### config.mk
export PLATFORM = sky130hd
export DESIGN_NAME = idma_rd_burst_gen
export DESIGN_NICKNAME = d
export VERILOG_FILES = /design/src/rtl/idma_rd_burst_gen.sv
export SDC_FILE = /design/constraint.sdc
export NUM_CORES = 1
export LEC_CHECK = 0
export ABC_AREA = 1
export CELL_PAD_IN_SITES_DETAIL_PLACEMENT = 0
export CELL_PAD_IN_SITES_GLOBAL_PLACEMENT = 2
export CORE_ASPECT_RATIO = 1.5
export CORE_MARGIN = 2
export CORE_UTILIZATION = 25
export DETAILED_ROUTE_END_ITERATION = 10
export PLACE_DENSITY_LB_ADDON = 0.1
export SLEW_MARGIN = 20
export SYNTH_ARGS = -nofsm -noshare
export SYNTH_HDL_FRONTEND = slang
export SYNTH_SLANG_ARGS = --single-unit
### constraint.sdc
create_clock -name aclk -period 2.8 [get_ports aclk]
set_input_delay 0.7 -clock aclk [delete_from_list [all_inputs] [get_ports aclk]]
set_output_delay 0.7 -clock aclk [all_outputs]
set_load 0.005 [all_outputs]
### src/rtl/idma_rd_burst_gen.sv
// Read-DMA burst generator: chops one read command into INCR bursts of up to
// MAX_BURST 16-byte beats, tracks outstanding bursts and signals command completion.
module idma_rd_burst_gen #(
  parameter int MAX_BURST  = 16,
  parameter int MAX_OUTSTD = 4,
  parameter int CNT_W      = 16
) (
  input  logic             aclk,
  input  logic             aresetn,
  input  logic             cmd_valid,
  output logic             cmd_ready,
  input  logic [31:0]      cmd_addr,
  input  logic [CNT_W-1:0] cmd_beats,
  output logic             dma_trans_burst_avalid,
  output logic [31:0]      dma_trans_burst_addr,
  output logic [3:0]       dma_trans_burst_len,
  output logic             x_burst_arvld_disable,
  input  logic             dma_xaddr_burst_ok,
  input  logic             axi_burst_xdata_ok,
  output logic             busy,
  output logic             cmd_done,
  output logic             err_underflow
);

  typedef enum logic [1:0] {IDLE, BURST, DRAIN} state_t;

  localparam logic [CNT_W-1:0] MAXB = CNT_W'(MAX_BURST);
  localparam logic [CNT_W-1:0] ONE  = CNT_W'(1);
  localparam logic [3:0]       OMAX = 4'(MAX_OUTSTD);

  state_t           state, state_nxt;
  logic [31:0]      cur_addr;
  logic [CNT_W-1:0] rem;
  logic [CNT_W-1:0] n_beats;
  logic [3:0]       outstd;
  logic             accept, burst_ok;

  assign n_beats  = (rem > MAXB) ? MAXB : rem;
  assign accept   = cmd_valid && (state == IDLE);
  assign burst_ok = dma_xaddr_burst_ok && (state == BURST);

  always_comb begin
    state_nxt = state;
    case (state)
      IDLE:    if (accept) state_nxt = (cmd_beats == '0) ? DRAIN : BURST;
      BURST:   if (burst_ok && (rem == n_beats)) state_nxt = DRAIN;
      DRAIN:   if (outstd == 4'd0) state_nxt = IDLE;
      default: state_nxt = IDLE;
    endcase
  end

  always_ff @(posedge aclk or negedge aresetn) begin
    if (!aresetn) begin
      state    <= IDLE;
      cur_addr <= '0;
      rem      <= '0;
    end else begin
      state <= state_nxt;
      if (accept) begin
        cur_addr <= {cmd_addr[31:4], 4'h0};
        rem      <= cmd_beats;
      end else if (burst_ok) begin
        // address wraps modulo 2^32 by natural 32-bit truncation
        cur_addr <= cur_addr + 32'({n_beats, 4'h0});
        rem      <= rem - n_beats;
      end
    end
  end

  // simultaneous accept and data return cancel; an unmatched return at zero is flagged
  always_ff @(posedge aclk or negedge aresetn) begin
    if (!aresetn) begin
      outstd        <= '0;
      err_underflow <= 1'b0;
    end else begin
      case ({burst_ok, axi_burst_xdata_ok})
        2'b10:   if (outstd != 4'hF) outstd <= outstd + 4'd1;
        2'b01: begin
          if (outstd != 4'd0) outstd <= outstd - 4'd1;
          else                err_underflow <= 1'b1;
        end
        default: ;
      endcase
    end
  end

  assign cmd_ready              = (state == IDLE);
  assign busy                   = (state != IDLE);
  assign dma_trans_burst_avalid = (state == BURST);
  assign dma_trans_burst_addr   = (state == BURST) ? cur_addr : 32'h0;
  assign dma_trans_burst_len    = (state == BURST) ? 4'(n_beats - ONE) : 4'h0;
  assign x_burst_arvld_disable  = (outstd >= OMAX);
  assign cmd_done               = (state == DRAIN) && (outstd == 4'd0);

endmodule

### Yosys cells after proc, flatten, opt, wreduce, memory -nomap -nowiden

Cells that the tools add are included.

* input bits: 53
* logic and storage cells: 53
* register bits after elaboration: 55
* output and inout bits: 42

* magnitude comparators: 2
* bitwise gates (word level): 1
* equality and inequality tests: 11
* $add $sub $neg: 5
* multiplexer cells: 15
* reductions and logical operators: 14

Operator list (count)
* 32-bit 2-to-1 mux: 3
* 16-bit 2-to-1 mux: 3
* 32-bit by 20-bit adder with 32-bit output: 1
* 16-bit equality test: 1
* 16-bit by 5-bit > comparator with 1-bit output, second input constant: 1
* 16-bit zero test: 1
* 16-bit subtractor: 1
* 4-bit 2-to-1 mux: 3
* 2-bit 2-to-1 mux: 4
* 4-bit case mux with 2 select lines: 1
* 4-bit by 1-bit subtractor with 4-bit output, second input constant: 2
* 2-bit != test, second input constant: 3
* 2-bit case mux with 3 select lines: 1
* 3-bit AND reduction: 2
* 2-bit nonzero test: 3
* 4-bit by 1-bit adder with 4-bit output, second input constant: 1
* 2-bit by 1-bit equality test with 1-bit output, second input constant: 2
* 2-bit equality test, second input constant: 2
* 4-bit by 3-bit >= comparator with 1-bit output, second input constant: 1
* 1-bit logical AND: 4
* 4-bit zero test: 1
* 2-bit by 1-bit != test with 1-bit output, second input constant: 2
* 4-bit != test, second input constant: 1
* 4-bit nonzero test: 1
* 3 further kinds: 3

### Longest topological paths before layout

Gate-level depths: netlist (run 1).

* word-level depth: 6
* gate-level depth with buffers: 21
* depth with buffers taken out: 21

### Worst setup path before layout (run 1)

No wires, ideal clock.

* path kind: flip-flop to flip-flop
* start: register rem[5]
* end: register cur_addr[28]
* library setup time: 0.124 ns
* path slack: 0.077 ns
* period minus slack after synthesis: 2.723 ns
* cell stages (with the launch flop): 21
* path buffers: 0
* required time: 2.676 ns
* data arrival time: 2.599 ns
* cells stage by stage: dfrtp_1 inv_1 nand2_2 nor2_4 nand3_4 nor2_1 ha_1 inv_1 fa_1 inv_1 nand3_1 nand2_1 nand2_1 nand2_1 nand2_1 nand2_1 nand2_1 nand2_1 nand3_1 nand3_1 nand3_1

* word-level cells in the longest chain between the ends: 5

RTL lines
* start: declaration: RTL line 33 `logic [CNT_W-1:0] rem;`
* start signal: assignment: RTL line 61 `rem <= cmd_beats;`
* start signal: assignment: RTL line 65 `rem <= rem - n_beats;`
* 16-bit by 5-bit > comparator with 1-bit output: RTL line 38 `assign n_beats = (rem > MAXB) ? MAXB : rem;`
* 16-bit 2-to-1 mux (*): RTL line 38
* 32-bit by 20-bit adder with 32-bit output (*): RTL line 64 `cur_addr <= cur_addr + 32'({n_beats, 4'h0});`
* 32-bit 2-to-1 mux (*): RTL line 62 `end else if (burst_ok) begin`
* 32-bit 2-to-1 mux (*): RTL line 59 `if (accept) begin`
* end signal: assignment: RTL line 60 `cur_addr <= {cmd_addr[31:4], 4'h0};`
* end signal: assignment: RTL line 64
* end: declaration: RTL line 32 `logic [31:0] cur_addr;`

Every way passes the cells marked *; elsewhere a longest branch is shown, timed or not. The select of a mux whose other input is x is not followed.
A chain may end at the register's enable or synchronous reset.

### Worst setup path after layout (run 1)

* start: register rem[10]
* end: output port dma_trans_burst_len[3]

* word-level cells in the longest chain between the ends: 4

RTL lines
* 16-bit by 5-bit > comparator with 1-bit output: RTL line 38
* 16-bit 2-to-1 mux: RTL line 38
* 4-bit by 1-bit subtractor with 4-bit output: RTL line 91 `assign dma_trans_burst_len = (state == BURST) ? 4'(n_beats - ONE) : 4'h0;`
* 4-bit 2-to-1 mux: RTL line 91
* end: declaration: RTL line 16 `output logic [3:0] dma_trans_burst_len,`

No other way between the ends.

==> metrics.csv, run 1 <==
metric,value,unit
DR vias,4829,
Worst R2R Start,rem[10],
CTS tree,yes,
Initial Util,0.2554,
H-tree lvl count,2,
DRT Wirelength,15520,um
number of diodes,0,
TritonCTS Buffers,5,
chip height,167.0,um
Yosys reg bits,51,
drt pass-1 iters,4,
largest net degree at the start of global routing,33,
DRC,0,
fin cells,1047,
Power Dens Cells,985.9,nW/um2
# nets final,908,
global-route usage over all layers,0.1652,
final-report setup violation count,0,
Root Buffer,clkbuf_16,
leakage,2.945,nW
number of port buffers,86,
final setup TNS,0,ns
Synth Warn #,0,
WP data required,2.10,ns
synth-to-layout area growth,43.86,%
"reg-to-reg slack, setup",0.17,ns
initial antenna violation count,0,
end of the critical path,dma_trans_burst_len[3],
clock period minus worst slack,2.667,ns
Mapped Area,4430,um2
Critical Path Source,rem[10],
worst IR drop on VDD,0.3452,mV
fill cell count,1905,
crit path max fanout,3,
most frequent cells in the layout,"165 x nand2_1, 95 x inv_1, 82 x clkdlybuf4s50_1",
Max Cap Viol,0,
Post-DP HPWL,12320,um
crit path kind,reg2out,
Cells after DPL,1027,
first-pass GRT wire length,24880,um
vias in the first global route,5022,
Pins Over Slew Limit,0,
Final ANT Viol Nets,0,
post-synthesis cell count,670,
Core Box Area,17350,um2
Iteration-0 DRC Markers,151,
Avg WL per Cell,14.82,um
die area,18830,um2
I/O Pins,95,
status,completed,
"Reg clk slew, reported paths",0.08,ns
Worst Skew,0.009206,ns
clk buf depth,2,
row cnt,59,
final critical-path share of the clock period,0.9525,
count of different cell masters after synthesis,44,
f_max,375.0,MHz
vias per inst,4.612,
reg2reg end,cur_addr[16],
cell depth of the worst flop-to-flop path,21,
CTS sink cnt,51,
Worst EP arrival,1.97,ns
"Hold Vio Cnt, Final",0,
Syn Area/Cell,6.613,um2
layout cells sized above 1,0.1787,
endpoint class of the critical path,primary output,
CTS Hold Bufs,0,
gr ovfl total,0,
"most common cell after layout, fill and taps aside",nand2_1,
clock insertion delay at the later pin of the skew report,0.30,ns
Placer Congestion,0.8498,
CP startpoint kind,flop,
die width,112.7,um
Hold WC Path Type,in2async,
share of the yosys chip area belonging to registers,0.2881,
[cell usage after synthesis, drive strengths merged]
cell    count  area share
or2         3      0.0042
o211ai     11       0.019
fa          2      0.0090
a211oi      1      0.0017
nand3      52       0.063
o21bai      6       0.011
nor4        7      0.0099
dfrtp      51        0.29
clkinv      1      0.0011
ha         20       0.056
clkbuf      7      0.0082
nor2       88       0.090
o221ai     12       0.024
o21a        1      0.0017
nand3b      1      0.0017
xor2        5      0.0099
nor3       10       0.012
o31ai       1      0.0017
nand2     186        0.17
a21boi      1      0.0017
buf        11       0.015
a21oi      25       0.028
a31oi       1      0.0014
xnor2       5      0.0099
nand4      16       0.023
conb        2      0.0017
inv       103       0.087
o21ai      40       0.049
o22ai       1      0.0014
[per-stage QoR]
stage / instance area [um2] / hold WS, ns / utilization / setup WS (ns) / power, mW
detailed placement: 5968 / 0.4697 / 0.3440 / -0.1585 / 5.353
CTS: 6208 / 0.3489 / 0.3579 / 0.00003131 / 6.190
global placement: 5968 / 0.4714 / 0.3440 / -0.1367 / 5.329
floorplan: 4483 / 0.4044 / - / 0.07715 / 3.783
finish: 6374 / 0.3363 / 0.3674 / 0.1331 / 6.284
global route: 6374 / 0.3611 / 0.3674 / -0.03376 / 6.923
[worst min-delay path by stage]
stage / cells after the start / start / to
floorplan: 0 / aresetn / cur_addr[10]
global placement: 1 / err_underflow / err_underflow
detailed placement: 1 / err_underflow / err_underflow
CTS: 1 / aresetn / cur_addr[12]
global route: 1 / aresetn / cur_addr[12]
finish: 1 / aresetn / cur_addr[12]
[state kept, by name, indices dropped and copies added (netlist names)]
signal and flops:
cur_addr 28, state 2, outstd 4, rem 16, err_underflow 1
[cell type report]
class | instances | area [um2] | area share
tap | 213 | 266.5 | 0.04181
clock buffer | 6 | 138.9 | 0.02179
timing repair buffer | 160 | 1404 | 0.2203
sequential | 51 | 1276 | 0.2002
multi-input combinational | 511 | 2859 | 0.4486
clock inverter | 2 | 35.03 | 0.005497
inverter | 104 | 394.1 | 0.06184
[cells by family (layout without fill, tap and decap cells)]
group	Yosys count	in the layout	synth area share
and+or+nand+nor	363	363	0.3728
buffers and inverters	122	272	0.1115
AOI/OAI and AO/OA	100	100	0.1406
DFF	51	51	0.2881
adders and majority gates	22	22	0.06552
xor gates and xnor gates	10	10	0.01977
other	2	16	0.001695
[power by group]
part | switching (mW) | internal, mW
registers | 0.317 | 1.11
logic | 2.32 | 1.77
clock network | 0.315 | 0.447
[worst max-delay path, stage by stage, from the launching register on]
cell and delay (ns):
dfrtp_1 0.41, nor2_4 0.15, nand2_4 0.07, nor2_4 0.12, buf_4 0.15, nand2_2 0.07, nor2_4 0.11, a31oi_1 0.11
clkdlybuf4s50_1 0.48
[layer usage]
layer / share of wire / track usage / up-vias
li1: - / - / 2490
met1: 0.39 / 0.1764 / 2229
met2: 0.57 / 0.3340 / 92
met3: 0.028 / 0.01674 / 18
met4: 0.018 / 0.04401 / 0
met5: 0 / 0 / -
[what timing repair did]
item / CTS / global route
gates resized for setup: 22 / 29
buffers inserted: 2 / 10
endpoints found under the setup margin: 16 / 30
cloned: 0 / 0
pin swaps: 3 / 13
No activity file was read; power rests on OpenSTA's default activity.
==> run 2: changes to the inputs <==
--- a/config.mk
+++ b/config.mk
@@ -10,7 +10,8 @@
 export CELL_PAD_IN_SITES_GLOBAL_PLACEMENT = 2
 export CORE_ASPECT_RATIO = 1.5
 export CORE_MARGIN = 2
-export CORE_UTILIZATION = 25
+export CORE_UTILIZATION = 26
+export CTS_BUF_LIST = sky130_fd_sc_hd__clkbuf_2
 export DETAILED_ROUTE_END_ITERATION = 10
 export PLACE_DENSITY_LB_ADDON = 0.1
 export SLEW_MARGIN = 20
==> metrics.csv, run 2 (synthesis results as in run 1) <==
metric,value,unit,change
final worst slack,-0.01279,ns,-0.1459 ns
failing checks,negative setup slack,,
H-tree lvl count,2,,unchanged
first-pass GRT wire length,24920,um,+0.16%
Avg WL per Cell,15.27,um,+3.0%
die width,110.6,um,-1.9%
Final ANT Viol Nets,0,,unchanged
Cells after DPL,1021,,-0.58%
Worst Skew,0.03763,ns,+0.02843 ns
"Largest stage delay, worst path",0.47,ns,about the same
Root Buffer,clkbuf_2,,
number of port buffers,86,,unchanged
CTS tree,yes,,
crit path max fanout,4,,+1
worst IR drop on VDD,0.3631,mV,+5.2%
most frequent cells in the layout,"153 x nand2_1, 93 x inv_1, 69 x buf_4",,
CTS Hold Bufs,0,,unchanged
dpl ws,-0.2071,ns,-0.04866 ns
"Hold Vio Cnt, Final",0,,unchanged
Worst-Margin Slew,0.7671,ns,
"Reg clk slew, reported paths",0.33,ns,+0.25 ns
initial antenna violation count,1,,+1
endpoint class of the critical path,primary output,,
synth-to-layout area growth,46.48,%,
Post-DP HPWL,11820,um,-4.0%
vias in the first global route,4965,,-1.1%
leakage,3.354,nW,+14%
"most common cell after layout, fill and taps aside",nand2_1,,
Hold WC Path Type,in2async,,
Initial Util,0.2643,,+0.008902
CP cell instances,nor2_4 -> nand2_2 -> nor2_4 -> nand3_4 -> buf_6 -> nor2_4 -> inv_2 -> ha_4 -> o21ai_2 -> a21oi_2 -> buf_2,,
Placer Congestion,0.8527,,+0.34%
Largest regs,"cur_addr: 28 flops, rem: 16 flops, outstd: 4 flops",,
total power,6.115,mW,-2.7%
Core Box Area,16760,um2,-3.4%
drt pass-1 iters,6,,+2
DRT Wirelength,16040,um,+3.4%
max reg flops,28,,unchanged
Max Cap Viol,0,,unchanged
CTS sink cnt,51,,unchanged
status,"complete, but fails checks",,
Pins Over Slew Limit,0,,unchanged
final critical-path share of the clock period,1.005,,+0.05209
"Most flops, register",cur_addr,,
TritonCTS Buffers,5,,unchanged
f_max,355.5,MHz,-5.2%
final setup TNS,-0.01279,ns,-0.01279 ns
DRC,0,,unchanged
Worst EP arrival,2.11,ns,+0.14 ns
vias per inst,4.645,,+0.71%
RSZ-0062 raised after global routing,true,,
I/O Pins,95,,unchanged
layout cells sized above 1,0.2155,,+0.03682
Hold Worst Slack,0.2842,ns,-0.05208 ns
crit path kind,reg2out,,
critical path's slowest cell,dfrtp_1,,
WP data required,2.10,ns,about the same
row cnt,58,,-1.7%
Iteration-0 DRC Markers,174,,+15%
max_slew headroom,0.4886,,
chip height,163.9,um,-1.9%
clock period minus worst slack,2.813,ns,+0.1459 ns
DR vias,4882,,+1.1%
CP startpoint kind,flop,,
largest net degree at the start of global routing,52,,+58%
die area,18120,um2,-3.7%
Worst R2R Start,rem[7],,
critical path's most frequent cell,nor2_4,,
gr ovfl total,0,,unchanged
clock insertion delay at the later pin of the skew report,0.50,ns,+0.20 ns
Power Dens Cells,942.2,nW/um2,-4.4%
global-route usage over all layers,0.1717,,+0.006538
final-report setup violation count,1,,+1
fill cell count,1853,,-2.7%
clk buf depth,2,,unchanged
Critical Path Source,rem[7],,
# nets final,914,,+0.66%
"reg-to-reg slack, setup",0.11,ns,-0.06 ns
fin cells,1051,,+0.38%
==> run 2: cell type report <==
| class | instances | area, um2 | area share |
|---|---|---|---|
| Tap cell | 210 | 262.8 | 0.04049 |
| Clock inverter | 2 | 7.507 | 0.001157 |
| Timing Repair Buffer | 164 | 1523 | 0.2346 |
| Clock buffer | 6 | 30.03 | 0.004627 |
| Antenna cell | 1 | 2.502 | 0.0003856 |
| Inverter | 104 | 409.1 | 0.06304 |
| Timing Repair inverter | 2 | 17.52 | 0.002699 |
| Sequential cell | 51 | 1276 | 0.1966 |
| Multi-Input combinational cell | 511 | 2962 | 0.4563 |
==> run 2: timing repair <==
item,CTS,global route
gates cloned,0,2
pin swaps,10,25
gates resized for setup,36,88
endpoints found under the setup margin,42,31
buffers inserted,9,10
==> run 2: layer usage <==
| metal | share of wire | track usage | routed length (um) | vias up |
|---|---|---|---|---|
| met3 | 0.030 | 0.01734 | 481 | 25 |
| li1 | - | - | - | 2506 |
| met5 | 0 | 0 | 0 | - |
| met2 | 0.56 | 0.3472 | 8923 | 96 |
| met4 | 0.030 | 0.04943 | 476 | 0 |
| met1 | 0.38 | 0.1868 | 6163 | 2255 |
==> run 2: report_power, final <==
part | internal (mW) | total [mW] | leakage (nW) | switching, mW
sequential | 1.10 | 1.41 | 0.621 | 0.311
clock | 0.0599 | 0.341 | 0.0281 | 0.281
combinational | 1.86 | 4.36 | 2.70 | 2.50
==> run 2: metrics by stage <==
stage               cell area, um2    util
floorplan                     4483       -
global placement              5954  0.3552
detailed placement            5954  0.3552
CTS                           6125  0.3654
global route                  6490  0.3871
finish                        6490  0.3871
==> run 2: final timing paths <==
path / cells past startpoint / endpoint
setup / recovery: 11 / dma_trans_burst_len[2]
hold / removal: 2 / cur_addr[11]
setup reg to reg: 22 / cur_addr[28]
hold reg to reg: 1 / err_underflow
max in group asynchronous: 2 / rem[10]
min in group aclk: 1 / err_underflow
==> run 2: critical path: cells and delay by family (launching register included) <==
family	cells	cell delay, ns
and+or+nand+nor	5	0.52
AOI/OAI and AO/OA	2	0.16
buffers and inverters	3	0.33
adders and majority gates	1	0.16
DFF	1	0.47
==> run 3: changes to the inputs <==
--- a/config.mk
+++ b/config.mk
@@ -13,6 +13,7 @@
 export CORE_UTILIZATION = 26
 export CTS_BUF_LIST = sky130_fd_sc_hd__clkbuf_2
 export DETAILED_ROUTE_END_ITERATION = 10
+export GPL_ROUTABILITY_DRIVEN = 0
 export PLACE_DENSITY_LB_ADDON = 0.1
 export SLEW_MARGIN = 20
 export SYNTH_ARGS = -nofsm -noshare
==> results of run 3 <==
No change in the layout: final DEF, timing and power equal those of run 2.
